[src/rtl/hazard_scoreboard.sv]
// Data-hazard scoreboard: tracks in-flight RF writers after ID, selects the youngest bypass
// source per read port and raises a load-use/interlock stall. Macro HAZ_FORWARD_EN enables bypass.
module hazard_scoreboard #(
  parameter int XLEN       = 32,
  parameter int NRP        = 2,
  parameter int NSTAGE     = 3,
  parameter int LOAD_READY = 1
) (
  input  logic                        clk,
  input  logic                        rst_n,
  input  logic                        id_valid,
  input  logic                        id_we,
  input  logic                        id_load,
  input  logic [4:0]                  id_rd,
  input  logic [NRP*5-1:0]            id_rs,
  input  logic [NRP-1:0]              id_rs_used,
  input  logic [NRP*XLEN-1:0]         id_rf_data,
  input  logic [NSTAGE*XLEN-1:0]      stage_wd,
  input  logic                        flush,
  output logic                        stall,
  output logic [NRP*XLEN-1:0]         fwd_data,
  output logic [NRP-1:0]              fwd_hit,
  output logic [$clog2(NSTAGE+1)-1:0] occupancy
);

  localparam int OCC_W = $clog2(NSTAGE + 1);

  logic [NSTAGE-1:0]      valid_q, valid_d;
  logic [NSTAGE-1:0]      we_q, we_d;
  logic [NSTAGE-1:0]      load_q, load_d;
  logic [NSTAGE-1:0][4:0] rd_q, rd_d;
  logic [OCC_W-1:0]       occupancy_q, occupancy_d;

  logic                   stall_s;
  logic                   accept_s;
  logic [NRP-1:0]         not_ready_s;
  logic [NRP-1:0]         fwd_hit_s;
  logic [NRP*XLEN-1:0]    fwd_data_s;

  function automatic logic [OCC_W-1:0] popcount(input logic [NSTAGE-1:0] v);
    logic [OCC_W-1:0] c;
    c = '0;
    for (int k = 0; k < NSTAGE; k++) begin
      c = c + OCC_W'(v[k]);
    end
    return c;
  endfunction

  // Per-port youngest-writer search, readiness and bypass mux.
  always_comb begin
    logic found;
`ifdef HAZ_FORWARD_EN
    int   win_k;
`endif
    not_ready_s = '0;
    fwd_hit_s   = '0;
    fwd_data_s  = id_rf_data;
    for (int p = 0; p < NRP; p++) begin
      found = 1'b0;
`ifdef HAZ_FORWARD_EN
      win_k = 0;
`endif
      // Scan oldest to youngest so the lowest matching stage is the one kept.
      for (int k = NSTAGE - 1; k >= 0; k--) begin
        if (id_valid && id_rs_used[p] && valid_q[k] && we_q[k] &&
            (rd_q[k] == id_rs[5*p +: 5]) && (id_rs[5*p +: 5] != 5'd0)) begin
          found = 1'b1;
`ifdef HAZ_FORWARD_EN
          win_k = k;
`endif
        end else begin
          found = found;
        end
      end
      if (found) begin
`ifdef HAZ_FORWARD_EN
        if (load_q[win_k] && (win_k < LOAD_READY)) begin
          not_ready_s[p] = 1'b1;
        end else begin
          fwd_hit_s[p]              = 1'b1;
          fwd_data_s[p*XLEN +: XLEN] = stage_wd[win_k*XLEN +: XLEN];
        end
`else
        not_ready_s[p] = 1'b1;
`endif
      end else begin
        not_ready_s[p] = 1'b0;
      end
    end
  end

`ifndef HAZ_FORWARD_EN
  logic unused_ok_s;
  assign unused_ok_s = ^{stage_wd, load_q};
`endif

  // Stall gating; flush and an empty ID slot both suppress it.
  always_comb begin
    stall_s  = id_valid & ~flush & (|not_ready_s);
    accept_s = id_valid & ~flush & ~stall_s;
  end

  // Next scoreboard contents: shift down, new writer or bubble into entry 0.
  always_comb begin
    valid_d = '0;
    we_d    = '0;
    load_d  = '0;
    rd_d    = '0;
    if (accept_s && id_we && (id_rd != 5'd0)) begin
      valid_d[0] = 1'b1;
      we_d[0]    = 1'b1;
      load_d[0]  = id_load;
      rd_d[0]    = id_rd;
    end else begin
      valid_d[0] = 1'b0;
      we_d[0]    = 1'b0;
      load_d[0]  = 1'b0;
      rd_d[0]    = 5'd0;
    end
    for (int k = 1; k < NSTAGE; k++) begin
      valid_d[k] = valid_q[k-1];
      we_d[k]    = we_q[k-1];
      load_d[k]  = load_q[k-1];
      rd_d[k]    = rd_q[k-1];
    end
    occupancy_d = popcount(valid_d);
  end

  // Scoreboard and occupancy registers.
  always_ff @(posedge clk or negedge rst_n) begin
    if (!rst_n) begin
      valid_q     <= '0;
      we_q        <= '0;
      load_q      <= '0;
      rd_q        <= '0;
      occupancy_q <= '0;
    end else begin
      valid_q     <= valid_d;
      we_q        <= we_d;
      load_q      <= load_d;
      rd_q        <= rd_d;
      occupancy_q <= occupancy_d;
    end
  end

  assign stall     = stall_s;
  assign fwd_hit   = fwd_hit_s;
  assign fwd_data  = fwd_data_s;
  assign occupancy = occupancy_q;

endmodule

[config.mk]
export PLATFORM = sky130hd
export DESIGN_NAME = hazard_scoreboard
export DESIGN_NICKNAME = d
export VERILOG_FILES = /design/src/rtl/hazard_scoreboard.sv
export SDC_FILE = /design/constraint.sdc
export NUM_CORES = 1
export LEC_CHECK = 0
export CORE_ASPECT_RATIO = 2
export CORE_MARGIN = 10
export CORE_UTILIZATION = 25
export CTS_BUF_LIST = sky130_fd_sc_hd__clkbuf_8 sky130_fd_sc_hd__clkbuf_16
export DETAILED_ROUTE_END_ITERATION = 8
export DONT_BUFFER_PORTS = 1
export PLACE_DENSITY = 0.42
export SLEW_MARGIN = 20
export SYNTH_ARGS = -nofsm -noshare
export SYNTH_HDL_FRONTEND = slang
export SYNTH_SLANG_ARGS = --single-unit
[constraint.sdc]
create_clock -name clk -period 3 [get_ports clk]
set_input_delay 0.45 -clock clk [delete_from_list [all_inputs] [get_ports clk]]
set_output_delay 0.45 -clock clk [all_outputs]
set_load 0.01 [all_outputs]
# ---- Yosys cells after proc, flatten, opt, wreduce, memory -nomap -nowiden
# Index checks and enable logic that the tools add are counted.
# Widths: inputs -> output; s select.
dict set report word_totals {
  regBits 23
  input_bits 183
}
dict set report classes {
  n_addsub 2
  n_eq_ne 6
  n_bitwise 5
  reduce_logical 32
  muxes 10
}
# op n
set op_table {}
lappend op_table {{$eq 5x5->1} 6}
lappend op_table {{$logic_and 1x1->1} 28}
lappend op_table {{$reduce_bool 5->1} 3}
lappend op_table {{$mux 1} 9}
lappend op_table {{$mux 5} 1}
lappend op_table {{$and 1x1->1} 3}
lappend op_table {{$add 1x1->2} 1}
lappend op_table {{$add 2x1->2} 1}
lappend op_table {{$not 1->1} 2}
lappend op_table {{$reduce_or 2->1} 1}

# ---- Logic depth before layout (Yosys ltp)
# Gate-level depths: netlist of run 1.
dict set report logic_depth {
  depth_word 18
  depth_mapped 8
}

# ---- Worst setup path before layout of run 1
# OpenSTA, ideal clock, no wires.
dict set report synth_timing {
  kind {in2reg}
  start {in id_rs[6]}
  end {reg occupancy_q[0] (netlist: occupancy[0])}
  setup_slack_ns 0.690
  n_path_buf 0
  cell_stages 6
  arrival_time_ns 2.196
  required_time_ns 2.886
  cell_sequence {or4_1 o211ai_2 o32ai_4 or3_1 fa_1 inv_1}
}
dict set report synth_via {
  elab_chain_len 16
  word_cells_on_any_way 23
}
# element line_no
set synth_lines {}
lappend synth_lines {{start, declared} 15} ;# input logic [NRP*5-1:0] id_rs,
lappend synth_lines {{$eq 5x5->1} 66} ;# (rd_q[k] == id_rs[5*p +: 5]) && (id_rs[5*p +: 5] != 5'd0)) begin
lappend synth_lines {{$logic_and 1x1->1} 65} ;# if (id_valid && id_rs_used[p] && valid_q[k] && we_q[k] &&
lappend synth_lines {{$logic_and 1x1->1} 66}
lappend synth_lines {{$mux 1 (2 in a row)} 65}
lappend synth_lines {{$mux 1 (*)} 65}
lappend synth_lines {{$mux 1 (*)} 75} ;# if (found) begin
lappend synth_lines {{$reduce_or 2->1 (*)} 99} ;# stall_s = id_valid & ~flush & (|not_ready_s);
lappend synth_lines {{$and 1x1->1 (*)} 99}
lappend synth_lines {{$not 1->1 (*)} 100} ;# accept_s = id_valid & ~flush & ~stall_s;
lappend synth_lines {{$and 1x1->1 (*)} 100}
lappend synth_lines {{$logic_and 1x1->1 (*) (2 in a row)} 109} ;# if (accept_s && id_we && (id_rd != 5'd0)) begin
lappend synth_lines {{$mux 1 (*)} 109}
lappend synth_lines {{$add 1x1->2 (*)} 44} ;# c = c + OCC_W'(v[k]);
lappend synth_lines {{$add 2x1->2 (*)} 44}
lappend synth_lines {{via occupancy_d[0]} 32} ;# logic [OCC_W-1:0] occupancy_q, occupancy_d;
lappend synth_lines {{end signal, assigned} 142} ;# occupancy_q <= occupancy_d;
lappend synth_lines {{end, declared} 32}
# Mark *: on every way through the listed nets, which the timed path passes. The rest lies on a longest branch.

# ---- Final worst setup path of run 1
dict set report layout_timing {
  start {reg rd_q (netlist bit rd_d[13])}
  end {out stall}
}
dict set report layout_via {
  elab_chain_len 8
  word_cells_on_any_way 14
}
# element line_no
set layout_lines {}
lappend layout_lines {{start, declared} 31} ;# logic [NSTAGE-1:0][4:0] rd_q, rd_d;
lappend layout_lines {{start signal, assigned} 141} ;# rd_q <= rd_d;
lappend layout_lines {{$eq 5x5->1} 66}
lappend layout_lines {{$logic_and 1x1->1} 65}
lappend layout_lines {{$logic_and 1x1->1} 66}
lappend layout_lines {{$mux 1 (2 in a row)} 65}
lappend layout_lines {{$mux 1} 75}
lappend layout_lines {{$reduce_or 2->1 (*)} 99}
lappend layout_lines {{$and 1x1->1 (*)} 99}
lappend layout_lines {{end, declared} 20} ;# output logic stall,
# Every way passes the cells marked *; elsewhere a longest branch is shown, timed or not.

==> out/metrics.csv, run 1 <==
stage;metric;value;unit
run_status;status;completed;
sta;fin_ws;313;ps
worst_hold_path;hp-class;primary input to flop;
pwr;switching_share;0.190;
critical_path;path_cells;xor2_1 > nor4_1 > nand3_1 > and3_4 > o32ai_4 > and3b_1;
critical_path;path_depth;6;
logic_synthesis;synth_cells;158;
logic_synthesis;synth_xor_area_frac;0.172;
sta;rsz0062_at_grt;false;
sta;fin_skew;4.96;ps
flow_run;maxCapViolations;0;
drt;num_vias;748;
global_route;grt_usage;0.0652;
clock_network;cts_tree;built;
logic_synthesis;synthSimpleGateAreaFrac;0.111;
drt;drtAntennaViolNets;0;
critical_path;cp_top_family;simple AND/OR/NAND/NOR gates;
pwr;p_leak;0.000580;uW
critical_path;required;2550;ps
logic_synthesis;synth_area_leaders;dfrtp_1 33%, buf_4 32%, xor2_1 14%;
final_layout;fin_nets;283;
logic_synthesis;synth_fa_ha_area_frac;0.0131;
clock_network;cts.clk_slew.worst_paths;60;ps
logic_synthesis;post_synth_mux_area_share;0;
critical_path;worst_path_largest_cell_delay;410;ps
critical_path;startpoint_type;flop;
pwr;cellPowerDensity;567;mW/mm^2
worst_hold_path;hold_depth;2;
critical_path;path_buf_inv;0;
drt;drtIter0Drc;10;
drt;drt-total-wl;3170;um
critical_path;ff2ff_path_depth;8;
critical_path;critical-path-slowest-cell;dfrtp_1;
drt;routedWlPerCell;19.7;um
sta;tns;0;ps
die;num_rows;40;
pwr;share_clk_of_total_power;0.523;
sta;fin_crit_sh;0.896;
sta;finalMaxSlewViolations;0;
clock_network;post_cts_resize_count;0;
global_route;grt_pass1_wl;4690;um
pwr;ir_worst_vdd;0.230;mV
critical_path;end_kind;output port;
global_route;first_global_vias;876;
clock_network;clock-sinks;20;
logic_synthesis;seq_area_frac_synth;0.328;
global_route;grt_max_degree;21;
logic_synthesis;synth_seq_cells;20;
clock_network;worstSkewPairLatency;250;ps
pwr;p_int;564;uW
die;ios;252;
critical_path;crit_type;flop to output port;
critical_path;cp_max_fo;8;
clock_network;cts_max_level;1;
final_layout;syn2layout_area_growth;-19.5;%
critical_path;cp.arrival;2240;ps
global_route;gr-total-overflow;0;
sta;fmax;372;MHz
logic_synthesis;synth_area;0.00153;mm^2
drt;post-route-drc-count;0;
die;die-area;0.00982;mm^2
final_layout;final_layout_size_suffix_gt1_frac;0.0714;
clock_network;cts_root_buf;clkbuf_16;
pwr;switching_power;132;uW
die;die_x;75.3;um
logic_synthesis;synth-compound-area-share;0.0262;
logic_synthesis;synth_top_family_by_area;buffers and inverters;
sta;finalWorstPathRequiredPeriod;2690;ps
pwr;p_comb_frac;0.065;
final_layout;mostFrequentLayoutCells;24 x xor2_1, 20 x dfrtp_1, 9 x inv_1;
place;dp_slack;511;ps
global_route;antenna_found_initial;0;
sta;slew_headroom;0.404;
sta;final_hold_viol_count;0;
final_layout;final_common_cell;xor2_1;
logic_synthesis;ys_types;21;
drt;dr.pass1.iters;2;
logic_synthesis;yosysTopAreaCellShare;0.328;
clock_network;clock_path_buffers;2;
logic_synthesis;synth_top_cell_by_area;dfrtp_1;
sta;finalSetupViolations;0;
die;die_height;131;um
drt;drt-vias-per-instance;4.65;
clock_network;cts-buffers-inserted;3;
pwr;seqPwrFrac;0.412;
die;start_util;0.256;
place;io_buffers;0;
logic_synthesis;yosysWarnings;0;
place;routabilityCongestion;0.735;
sta;tightest_slew;890;ps
die;core_area;0.00596;mm^2
final_layout;antenna_cells;0;
logic_synthesis;avgSynthCellArea;9.66;um^2
==> cells in the mapped netlist <==
cell	instances
nand2_1	1
and3_4	1
nor4_1	6
nand4_1	1
conb_1	1
or3_1	1
dfrtp_1	20
xnor2_1	6
or4_1	2
nor3_1	6
inv_1	9
and3b_1	1
fa_1	1
nand3b_1	1
nand3_1	6
o32ai_4	1
buf_4	66
o211ai_2	1
nor2_1	2
xor2_1	24
and3_1	1
==> per-layer routing <==
layer | vias to the layer above | GRT usage | wire length, um
met5 | - | 0 | 0
met4 | 0 | 0.0726 | 289
met3 | 44 | 0.0272 | 464
met2 | 49 | 0.109 | 1530
met1 | 336 | 0.0513 | 879
li1 | 319 | - | -
==> final cells by class <==
| cell class | instances | area, um^2 |
|---|---|---|
| Tap cell | 63 | 78.8 |
| Inverter | 9 | 33.8 |
| Multi-Input combinational cell | 64 | 500 |
| Clock buffer | 3 | 75.1 |
| Timing Repair Buffer | 1 | 10.0 |
| Clock inverter | 1 | 30.0 |
| Fill cell | 627 | 4730 |
| Sequential cell | 20 | 500 |
==> per-stage QoR <==
| stage | instances | power (uW) | hold WS [ps] | cell area, um^2 | utilization |
|---|---|---|---|---|---|
| global placement | 156 | 332 | 155 | 1110 | 0.187 |
| finish | 161 | 697 | 316 | 1230 | 0.206 |
| global route | 161 | 723 | 322 | 1230 | 0.206 |
| detailed placement | 156 | 332 | 155 | 1110 | 0.187 |
| floorplan | 159 | 414 | 154 | 1530 | - |
| CTS | 161 | 703 | 314 | 1230 | 0.206 |
==> repair_timing <==
action,4_1_cts,5_1_grt
hold endpoints to repair,20,0
hold buffers,1,0
setup buffers,0,0
==> sequential cells by signal, indices dropped and copies added (netlist names) <==
register	cells
occupancy	2
rd_d	10
rd_q	5
valid_q	1
we_q	2
==> power by group through the flow <==
stage          clock [uW]  combinational [uW]  sequential [uW]
2_1_floorplan           0                 124              290
3_3_place_gp            0                39.5              292
3_5_place_dp            0                39.4              293
4_1_cts               369                46.1              288
5_1_grt               383                51.5              288
6_report              365                45.0              287
==> cells by family after synthesis <==
| group | Yosys count |
|---|---|
| flops | 20 |
| fa+ha+maj | 1 |
| buf+inv | 75 |
| other cells | 1 |
| simple gates | 29 |
| xor+xnor | 30 |
| compound gates | 2 |
==> final timing paths <==
path                           from           end  slack (ps)
min reg2reg                rd_d[11]      rd_q[11]         440
max                        rd_d[13]         stall         310
min in group asynchronous     rst_n      rd_d[12]         770
max reg2reg                rd_d[13]  occupancy[0]         560
max in group asynchronous     rst_n       rd_d[5]        1690
min                        id_rd[0]       rd_d[5]         320
(Power assumes the default switching activity.)
==> run 2: changes to the inputs <==
--- a/config.mk
+++ b/config.mk
@@ -5,14 +5,16 @@
 export SDC_FILE = /design/constraint.sdc
 export NUM_CORES = 1
 export LEC_CHECK = 0
+export CELL_PAD_IN_SITES_DETAIL_PLACEMENT = 2
+export CELL_PAD_IN_SITES_GLOBAL_PLACEMENT = 2
 export CORE_ASPECT_RATIO = 2
 export CORE_MARGIN = 10
 export CORE_UTILIZATION = 25
 export CTS_BUF_LIST = sky130_fd_sc_hd__clkbuf_8 sky130_fd_sc_hd__clkbuf_16
 export DETAILED_ROUTE_END_ITERATION = 8
 export DONT_BUFFER_PORTS = 1
-export PLACE_DENSITY = 0.42
-export SLEW_MARGIN = 20
+export PLACE_DENSITY = 0.78
+export SLEW_MARGIN = 10
 export SYNTH_ARGS = -nofsm -noshare
 export SYNTH_HDL_FRONTEND = slang
 export SYNTH_SLANG_ARGS = --single-unit
==> run 2 against run 1 <==
Compared with the run above: hold slack got worse by 4.6 ps; critical endpoint unchanged; critical path type unchanged; wire length increased by 25%; core utilization decreased by 0.50 points; clock-buffer cell count unchanged.
==> out/metrics.csv, run 2 (same netlist as run 1, synthesis figures left out) <==
stage;metric;value;unit;change
global_route;first_global_vias;1011;;+15%
global_route;gr-total-overflow;0;;unchanged
final_layout;antenna_cells;0;;unchanged
clock_network;cts.clk_slew.worst_paths;50;ps;about the same
final_layout;fin_cells;160;;-0.62%
global_route;grt_max_degree;21;;unchanged
drt;drtAntennaViolNets;0;;unchanged
clock_network;cts_hold_buf;1;;unchanged
clock_network;cts_max_level;1;;unchanged
clock_network;post_cts_resize_count;0;;unchanged
die;core_area;0.00596;mm^2;unchanged
pwr;cellPowerDensity;505;mW/mm^2;-11%
drt;drt-vias-per-instance;5.01;;+7.8%
clock_network;cts_root_buf;clkbuf_16;;
die;start_util;0.256;;unchanged
global_route;grt_usage;0.0872;;+0.0220
flow_run;maxCapViolations;0;;unchanged
final_layout;final_layout_size_suffix_gt1_frac;0.0619;;-0.00957
final_layout;seqCellArea;500;um^2;unchanged
sta;rsz0062_at_grt;false;;
sta;fmax;376;MHz;+0.99%
clock_network;cts_setup_buffers;0;;unchanged
place;place_inst;156;;unchanged
global_route;antenna_found_initial;0;;unchanged
place;hpwl;3330;um;
sta;finalWorstPathRequiredPeriod;2660;ps;-26.4 ps
pwr;p_leak;0.000566;uW;-2.4%
sta;tightest_slew;950;ps;+60.0 ps
drt;dr.pass1.iters;2;;unchanged
final_layout;multiInputGateArea;500;um^2;unchanged
clock_network;cts-buffers-inserted;3;;unchanged
final_layout;final_common_cell;xor2_1;;
clock_network;worstSkewPairLatency;250;ps;about the same
drt;num_vias;801;;+7.1%
critical_path;end_kind;output port;;
place;dp_slack;504;ps;-6.53 ps
sta;tns;0;ps;unchanged
final_layout;largest_reg_flops;10;;unchanged
critical_path;crit_type;flop to output port;;
clock_network;clock_path_buffers;2;;unchanged
worst_hold_path;hold_depth;2;;unchanged
die;ios;252;;unchanged
sta;final_hold_viol_count;0;;unchanged
pwr;ir_worst_vdd;0.305;mV;+32%
run_status;status;completed;;
die;num_rows;40;;unchanged
clock_network;clock-sinks;20;;unchanged
die;die_height;131;um;unchanged
drt;post-route-drc-count;0;;unchanged
critical_path;cp.arrival;2210;ps;-30 ps
place;io_buffers;0;;unchanged
sta;finalSetupViolations;0;;unchanged
drt;routedWlPerCell;24.7;um;+26%
sta;fin_crit_sh;0.887;;-0.00879
drt;drt-total-wl;3950;um;+25%
die;die-area;0.00982;mm^2;unchanged
sta;finalMaxSlewViolations;0;;unchanged
clock_network;cts_tree;built;;
critical_path;required;2550;ps;about the same
sta;slew_headroom;0.364;;-0.0401
place;place_area;0.00111;mm^2;unchanged
die;die_x;75.3;um;unchanged
sta;fin_ws;340;ps;+26.4 ps
critical_path;startpoint_type;flop;;
global_route;grt_pass1_wl;6020;um;+28%
final_layout;syn2layout_area_growth;-21.5;%;
drt;drtIter0Drc;9;;-1
final_layout;mostFrequentLayoutCells;24 x xor2_1, 20 x dfrtp_1, 9 x inv_1;;
sta;fin_skew;1.32;ps;-3.64 ps
final_layout;fin_nets;283;;unchanged
final_layout;design_area;0.00120;mm^2;-2.4%
place;routabilityCongestion;0.740;;+0.72%
critical_path;rrSetupSlack;590;ps;+30 ps
critical_path;cp_max_fo;8;;unchanged
critical_path;ff2ff_path_depth;8;;unchanged
sta;timing.hold.ws;312;ps;-4.60 ps
worst_hold_path;hp-class;primary input to flop;;
final_layout;fillers;661;;+5.4%
[run 2: path summary, 6_finish.rpt]
path                       startpoint      endpoint
setup / recovery              rd_d[6]         stall
hold / removal               id_rd[0]       rd_d[5]
setup reg to reg              rd_d[6]  occupancy[0]
hold reg to reg              rd_d[10]      rd_q[10]
max in group asynchronous       rst_n       we_q[1]
min in group asynchronous       rst_n      rd_q[14]
[run 2: cell type report]
class / instances / share of cell area
well taps: 63 / 0.0658
inverters: 9 / 0.0282
clock buffers: 3 / 0.0626
multi-input cells: 64 / 0.418
repair buffers: 1 / 0.00835
flip-flops and latches: 20 / 0.418
[run 2: metrics by stage]
step                utilization  power (uW)
global placement          0.187         333
detailed placement        0.187         334
finish                    0.201         605
floorplan                     -         414
global route              0.201         638
CTS                       0.201         616
[run 2: power by group]
| group | internal (uW) | switching (uW) |
|---|---|---|
| Clock | 176 | 95.0 |
| Sequential | 279 | 9.37 |
| Combinational | 21.4 | 25.0 |
[run 2: worst max-delay path, stage by stage, from the launching register on]
cell and delay (ps):
dfrtp_1 420, xor2_1 160, nor4_1 370, nand3_1 140, and3_4 180, o32ai_4 400, and3b_1 280
[run 2: routing by layer]
| layer | global-route usage | wire, um |
|---|---|---|
| met5 | 0 | 0 |
| met3 | 0.0363 | 502 |
| met2 | 0.160 | 2180 |
| met1 | 0.0574 | 900 |
| met4 | 0.0924 | 372 |
